===== config.mk =====
export PLATFORM = sky130hd
export DESIGN_NAME = rand_matrix_gen
export DESIGN_NICKNAME = d
export VERILOG_FILES = /design/src/rtl/rand_matrix_gen.sv
export SDC_FILE = /design/constraint.sdc
export NUM_CORES = 1
export LEC_CHECK = 0
export ABC_AREA = 1
export CORE_MARGIN = 4
export CORE_UTILIZATION = 30
export CTS_BUF_LIST = sky130_fd_sc_hd__clkbuf_8
export DETAILED_ROUTE_END_ITERATION = 10
export SKIP_CTS_REPAIR_TIMING = 1
export SYNTH_ARGS = -nofsm -noshare
export SYNTH_HDL_FRONTEND = slang
export SYNTH_SLANG_ARGS = --single-unit

===== constraint.sdc =====
create_clock -name clk -period 1.69 [get_ports clk]
set_input_delay 0.2535 -clock clk [delete_from_list [all_inputs] [get_ports clk]]
set_output_delay 0.2535 -clock clk [all_outputs]
set_load 0.01 [all_outputs]

===== src/rtl/rand_matrix_gen.sv =====
// Fills an R x C matrix with LFSR-derived values in 0..MAX_VAL and streams them row-major to storage.
// First element valid one cycle after the last dimension is known; holds its element on wr_ready=0 and consumes no LFSR sample while stalled.
module rand_matrix_gen #(
  parameter int MAX_DIM   = 5,
  parameter int MAX_VAL   = 9,
  parameter int DIM_RETRY = 8
) (
  input  logic       clk,
  input  logic       rst,
  input  logic       start,
  input  logic       dim_rand,
  input  logic [2:0] rows_in,
  input  logic [2:0] cols_in,
  input  logic [3:0] rnd_in,
  output logic       rnd_take,
  output logic       wr_valid,
  input  logic       wr_ready,
  output logic [2:0] wr_row,
  output logic [2:0] wr_col,
  output logic [3:0] wr_data,
  output logic [2:0] rows_out,
  output logic [2:0] cols_out,
  output logic       busy,
  output logic       done,
  output logic       err
);

  localparam int              RW         = $clog2(DIM_RETRY + 1);
  localparam logic [2:0]      DIM_MAX    = 3'(MAX_DIM);
  localparam logic [3:0]      VAL_MAX    = 4'(MAX_VAL);
  localparam logic [3:0]      VAL_WRAP   = 4'(MAX_VAL + 1);
  localparam logic [RW-1:0]   RETRY_LAST = RW'(DIM_RETRY - 1);

  typedef enum logic [2:0] {
    S_IDLE,
    S_DIM_R,
    S_DIM_C,
    S_FILL,
    S_DONE
  } state_t;

  state_t        state_q, state_d;
  logic [RW-1:0] retry_q, retry_d;
  logic [2:0]    rows_d, cols_d, row_d, col_d;
  logic [3:0]    data_d;
  logic          vld_d, done_d, err_d;

  logic          manual_ok, rnd_dim_ok, dim_give_up, hs, col_last, elem_last;
  logic [3:0]    elem_val;

  function automatic logic dim_ok(input logic [2:0] d);
    return (d != 3'd0) && (d <= DIM_MAX);
  endfunction

  // MAX_VAL >= 7 guarantees a single subtraction lands in range
  assign elem_val    = (rnd_in > VAL_MAX) ? (rnd_in - VAL_WRAP) : rnd_in;
  assign manual_ok   = dim_ok(rows_in) && dim_ok(cols_in);
  assign rnd_dim_ok  = dim_ok(rnd_in[2:0]);
  assign dim_give_up = (retry_q == RETRY_LAST);
  assign hs          = wr_valid && wr_ready;
  assign col_last    = (wr_col == cols_out - 3'd1);
  assign elem_last   = col_last && (wr_row == rows_out - 3'd1);
  assign busy        = (state_q != S_IDLE);

  always_ff @(posedge clk or posedge rst) begin
    if (rst) begin
      state_q <= S_IDLE;
    end else begin
      state_q <= state_d;
    end
  end

  always_comb begin
    state_d  = state_q;
    rnd_take = 1'b0;
    retry_d  = retry_q;
    rows_d   = rows_out;
    cols_d   = cols_out;
    row_d    = wr_row;
    col_d    = wr_col;
    data_d   = wr_data;
    vld_d    = wr_valid;
    done_d   = 1'b0;
    err_d    = 1'b0;

    case (state_q)
      S_IDLE: begin
        if (start) begin
          if (dim_rand) begin
            retry_d = '0;
            state_d = S_DIM_R;
          end else if (manual_ok) begin
            rows_d   = rows_in;
            cols_d   = cols_in;
            row_d    = 3'd0;
            col_d    = 3'd0;
            data_d   = elem_val;
            vld_d    = 1'b1;
            rnd_take = 1'b1;
            state_d  = S_FILL;
          end else begin
            err_d = 1'b1;
          end
        end
      end

      S_DIM_R: begin
        rnd_take = 1'b1;
        if (rnd_dim_ok || dim_give_up) begin
          rows_d  = rnd_dim_ok ? rnd_in[2:0] : DIM_MAX;
          retry_d = '0;
          state_d = S_DIM_C;
        end else begin
          retry_d = retry_q + 1'b1;
        end
      end

      S_DIM_C: begin
        rnd_take = 1'b1;
        if (rnd_dim_ok || dim_give_up) begin
          // the accepting sample also seeds element (0,0)
          cols_d  = rnd_dim_ok ? rnd_in[2:0] : DIM_MAX;
          retry_d = '0;
          row_d   = 3'd0;
          col_d   = 3'd0;
          data_d  = elem_val;
          vld_d   = 1'b1;
          state_d = S_FILL;
        end else begin
          retry_d = retry_q + 1'b1;
        end
      end

      S_FILL: begin
        if (hs) begin
          if (elem_last) begin
            vld_d   = 1'b0;
            done_d  = 1'b1;
            state_d = S_DONE;
          end else begin
            rnd_take = 1'b1;
            data_d   = elem_val;
            if (col_last) begin
              col_d = 3'd0;
              row_d = wr_row + 3'd1;
            end else begin
              col_d = wr_col + 3'd1;
            end
          end
        end
      end

      S_DONE: begin
        state_d = S_IDLE;
      end

      default: begin
        state_d = S_IDLE;
      end
    endcase
  end

  always_ff @(posedge clk or posedge rst) begin
    if (rst) begin
      retry_q  <= '0;
      rows_out <= 3'd0;
      cols_out <= 3'd0;
      wr_row   <= 3'd0;
      wr_col   <= 3'd0;
      wr_data  <= 4'd0;
      wr_valid <= 1'b0;
      done     <= 1'b0;
      err      <= 1'b0;
    end else begin
      retry_q  <= retry_d;
      rows_out <= rows_d;
      cols_out <= cols_d;
      wr_row   <= row_d;
      wr_col   <= col_d;
      wr_data  <= data_d;
      wr_valid <= vld_d;
      done     <= done_d;
      err      <= err_d;
    end
  end

endmodule


# After elaboration in Yosys (flattened, before gate mapping)
# Cells that the tools add are included.
[word_totals]
register_bits = 26
output_inout_bits = 21
romBits = 0
latchBits = 0
ram_bits = 0
input_bits = 15
n_memories = 0
[classes]
n_reduce_logical = 24
multipliers = 0
bitwise_logic = 0
n_mux = 62
n_lt_le_gt_ge = 4
add_sub_neg = 6
eq_ne = 17
n_shift = 0
div = 0
[ops]
columns = ["cell", "n"]
rows = [
  ["two-way mux 3 bit", 25],
  ["two-way mux 4 bit", 10],
  ["inequality test 2 bit (second input constant)", 10],
  ["two-way mux 1 bit", 18],
  ["case mux 3 bit (3 select lines)", 2],
  ["nonzero test 3 bit", 5],
  ["AND reduction 7 bit", 2],
  ["case mux 3 bit (2 select lines)", 2],
  ["case mux 3 bit (4 select lines)", 1],
  ["case mux 4 bit (3 select lines)", 1],
  ["AND reduction 5 bit", 2],
  ["<= comparator 3 bit (second input constant)", 3],
  ["case mux 4 bit (2 select lines)", 1],
  ["AND reduction 8 bit", 1],
  ["adder 3 x 1 -> 3 bit (second input constant)", 2],
  ["equality test 3 x 2 -> 1 bit (second input constant)", 2],
  ["equality test 3 bit", 2],
  ["logical AND 1 bit", 6],
  ["case mux 1 bit (3 select lines)", 2],
  ["AND reduction 6 bit", 1],
  ["nonzero test 2 bit", 3],
  ["subtractor 3 x 1 -> 3 bit (second input constant)", 2],
  ["adder 4 x 1 -> 4 bit (second input constant)", 1],
  ["equality test 4 x 3 -> 1 bit (second input constant)", 1],
  ["8 further kinds", 8],
]

# Depth between registers and ports, before layout
[logic_depth]
ltp_word = 7
depth_mapped = 13
mapped_depth_nobuf = 13

# Worst setup path before layout
# Ideal clock, no wire load.
[synth_timing]
path_kind = "reg-to-output"
startpoint = "register cols_out[0]"
endpoint = "output rnd_take"
stages_incl_launch_ff = 11
required_time_ns = 1.436
path_buffers = 0
arrival_time_ns = 1.470
path_slack_ns = -0.034
path_cell_list = "dfrtp_1 -> inv_2 -> ha_1 -> nand2_1 -> nand2_1 -> nor2_1 -> inv_1 -> nor2_1 -> nand2_1 -> nand2_1 -> o21ai_0"
[synth_between]
elab_chain_cells = 6
[synth_rtl]
columns = ["element", "line_no", "text"]
rows = [
  ["start: declaration", "22", "output logic [2:0] cols_out,"],
  ["start signal: assignment", "177", "cols_out <= cols_d;"],
  ["subtractor 3 x 1 -> 3 bit", "61", "assign col_last = (wr_col == cols_out - 3'd1);"],
  ["equality test 3 bit", "61", ""],
  ["logical AND 1 bit", "62", "assign elem_last = col_last && (wr_row == rows_out - 3'd1);"],
  ["two-way mux 1 bit", "136", "if (elem_last) begin"],
  ["two-way mux 1 bit", "135", "if (hs) begin"],
  ["case mux 1 bit (3 select lines)", "86", "case (state_q)"],
  ["end: declaration", "15", "output logic rnd_take,"],
]
# Every way passes these cells.

# Worst setup path in the final report
# Ends and elaborated chain as after synthesis.

==> run summary <==
=================================================================================================================
HPWL after detailed placement                                                                             3.53 mm
Most repeated cell in the gate-level netlist after synthesis                                              nand2_1
Iteration-0 DRC Markers                                                                                        70
Post-synthesis instance area                                                                           1790 sq um
Fmax                                                                                                      495 MHz
Power share of the clock group                                                                               7.4%
Total clock buffers created by CTS                                                                              3
Final setup violation count                                                                                    10
Share of cells above drive strength 1                                                                       29.2%
Data required time of the worst path                                                                      1.44 ns
Final Net Count                                                                                               374
Pin count of the biggest net entering global routing                                                           27
Violated checks                                                                                      setup timing
LEAKAGE                                                                                                   1.50 nW
Die outline area                                                                                       7260 sq um
Hold WC Path Type                                                                                    primary input to asynchronous set/reset pin
Starting utilization of the core area                                                                       31.7%
Layout overhead on the synthesized area                                                                     57.5%
Share of synthesized area spent on multiplexers                                                            0.560%
Largest driver fanout on the critical path                                                                      2
Period utilization                                                                                           120%
Worst vdd rail ir drop                                                                                   0.702 mV
Mean Syn Cell Area                                                                                     6.96 sq um
Chip width                                                                                                85.2 um
Simple-gate area share of the yosys netlist                                                                 39.0%
DRC violation count after routing                                                                               0
Global-route wire length before repair                                                                    7.27 mm
Arithmetic-cell share of the synthesized area counting full adders, half adders and majority gates          5.60%
Worst hold slack                                                                                         0.348 ns
Switching Share                                                                                             44.7%
Time the worst path needs with I/O delays and setup                                                       2.02 ns
Pin slew with the least headroom to its limit                                                            0.365 ns
Yosys top cell by area                                                                                    dfrtp_1
Cell variety after synth                                                                                       25
Final Total Pwr                                                                                         0.00468 W
Buffer levels on the longest clock path                                                                         2
Detailed-routed wire length on met2                                                                       2.19 mm
Area fraction in compound gates after synthesis                                                             6.09%
Power Dens Cells                                                                                     1660 nW/um^2
Fill cell instance count of the final layout                                                                  555
Outcome                                                                                              finished with violations
Global route total overflow                                                                                     0
Skew-Pair Late Insertion Delay                                                                            0.27 ns
Number of hold-slack violations in the final timing report                                                      0
Synth Area in XOR/XNOR                                                                                      2.94%
Vias after detailed routing                                                                                  1851
Largest clock skew in the final design                                                                 0.00506 ns
Final worst-path setup slack                                                                            -0.332 ns
Antenna cell count                                                                                              0
Row cnt                                                                                                        27
Max layer used                                                                                               met4
Number of flops mapped to enable cells by yosys                                                                 0
Number of synthesized register bits                                                                            26
Maximum capacitance violations                                                                                  0
Most numerous cell types in the synthesized netlist                                                  91 x nand2_1, 37 x inv_1, 26 x dfrtp_1
Register clock-pin slew on the reported worst setup and hold paths                                        0.09 ns
Main combinational cell family by area after synthesis                                               simple AND/OR/NAND/NOR gates
Fin. max-slew vios                                                                                              0
Combinational fraction of design power                                                                      71.8%
Ratio of routed vias to standard cells                                                                       4.40
Number of input and output port buffers inserted                                                               35
Setup Slack @ Placement                                                                                 -0.582 ns
CTS root buffer                                                                                          clkbuf_8
Core region area                                                                                       5640 sq um
Share of synthesized flip-flops with an asynchronous set or reset                                            100%
Net switching power of the design                                                                       0.00209 W
Design internal power                                                                                   0.00259 W
Met3 wire length                                                                                           202 um
Element type at the critical path start                                                                      flop
Wirelength, routed                                                                                        4.56 mm
H-tree depth                                                                                                    1
Seq pwr share                                                                                               20.8%
Drt first pass iters                                                                                            4
TritonCTS clock tree                                                                                        built
Number of antenna violations at the first check in global routing                                               0
Path type of the worst setup path                                                                    flop to output port
Critical path capture point type                                                                      output port
Syn. warnings                                                                                                   0
Syn Inst Count                                                                                                257
RSZ-0062 raised after global routing                                                                         true
Count of pins on the block boundary                                                                            36
Final weighted congestion of routability-driven global placement                                            0.888
Vias in the first global route                                                                               1697
Routed length on met1                                                                                     2.12 mm
Cells taking the most area after synthesis                                                           dfrtp_1 36%, nand2_1 19%, inv_1 7.8%, nand3_1 7.0%, ha_1 5.6%
Top_reg_cell synth                                                                                        dfrtp_1
Sequential share of the synthesized area                                                                    36.4%
Worst rel slew slack                                                                                        75.4%
Arr. time, crit path                                                                                      1.77 ns
Portion of synthesized cell area occupied by the leading cell type                                          36.4%
Total track usage                                                                                           12.1%
Post-synth net total                                                                                          280
Number of sinks driven by the clock tree                                                                       26
Per-cell routed wire length                                                                               10.8 um
Count of nets left with antenna violations after detail routing                                                 0
Die Y                                                                                                     85.2 um
=================================================================================================================
==> cells in the final DEF, fill, tap and decap left out <==
cell	instances
nand2_4	5
nand2_2	8
nor2_8	1
o21ai_2	1
buf_4	49
ha_4	2
nor2_1	15
inv_1	32
dlymetal6s2s_1	4
nor2_2	4
nor3_1	1
o21a_1	1
buf_6	5
o21ai_4	1
dfrtp_1	26
a21oi_1	2
inv_2	10
xor2_1	4
o21ai_1	1
buf_2	1
nor2_4	6
xnor2_1	2
nand3b_1	1
nand3_2	5
nand2_1	84
o32ai_1	1
o31ai_1	1
nand3_1	24
mux2i_1	1
clkbuf_8	3
ha_1	6
clkdlybuf4s50_1	30
o21ai_0	11
a21oi_4	1
==> logic make-up after synthesis <==
kind of cell | after synthesis
fa+ha+maj | 8
simple gates | 153
flops | 26
xor+xnor | 6
mux | 1
buf+inv | 43
compound gates | 20
==> routing by layer <==
| metal | vias up | GRT usage [%] |
|---|---|---|
| met3 | 4 | 2.14 |
| met4 | 0 | 2.16 |
| met1 | 833 | 16.7 |
| met2 | 32 | 20.1 |
| met5 | - | 0 |
| li1 | 982 | - |
==> worst max-delay path, cell delays in order (launching register included) <==
cell	delay, ns
dfrtp_1	0.37
inv_2	0.06
ha_4	0.26
inv_2	0.03
nand2_1	0.04
nand2_1	0.06
nor2_2	0.11
inv_1	0.06
nor2_2	0.14
nand2_2	0.07
nand2_2	0.09
o21ai_2	0.05
buf_2	0.14
==> final timing paths <==
check / startpoint / end / slack [ns] / depth (start not counted)
worst max-delay path: cols_out[0] / rnd_take / -0.33 / 12
worst max register to register: state_q[0] / wr_data[2] / -0.02 / 12
min in group clk: cols_in[2] / cols_out[2] / 0.41 / 5
worst min-delay path: rst / retry_q[1] / 0.35 / 3
max in group asynchronous: rst / wr_valid / 1.09 / 3
worst min register to register: wr_data[2] / wr_data[2] / 0.48 / 2
==> power groups by stage <==
| stage | combinational (W) | sequential (W) | clock, W |
|---|---|---|---|
| finish | 0.00336 | 0.000976 | 0.000346 |
| global route | 0.00372 | 0.00101 | 0.000391 |
| CTS | 0.00289 | 0.000965 | 0.000370 |
| detailed placement | 0.00288 | 0.000975 | 0 |
| global placement | 0.00285 | 0.000972 | 0 |
| floorplan | 0.00150 | 0.00108 | 0 |
==> state kept, by name (all words and copies together) (netlist names) <==
| name | flops |
|---|---|
| retry_q | 4 |
| wr_data | 4 |
| cols_out | 3 |
| rows_out | 3 |
| state_q | 3 |
| wr_col | 3 |
| wr_row | 3 |
| done | 1 |
| err | 1 |
| wr_valid | 1 |
==> metrics by stage <==
step	utilization (%)	TNS [ns]	cells	cell area, sq um
finish	49.9	-0.489	421	2820
floorplan	-	0	257	1790
detailed placement	45.8	-6.47	412	2580
global placement	45.8	-5.94	412	2580
global route	49.9	-2.43	421	2820
CTS	46.6	-1.94	415	2630
==> cell type report <==
| class | count | area (sq um) | share of cell area [%] |
|---|---|---|---|
| multi-input cells | 189 | 1100 | 38.9 |
| repair buffers | 89 | 779 | 27.7 |
| flip-flops and latches | 26 | 651 | 23.1 |
| inverters | 42 | 158 | 5.60 |
| well taps | 72 | 90.1 | 3.20 |
| clock buffers | 3 | 41.3 | 1.47 |
Note: power is estimated with default switching activity, not from simulation.
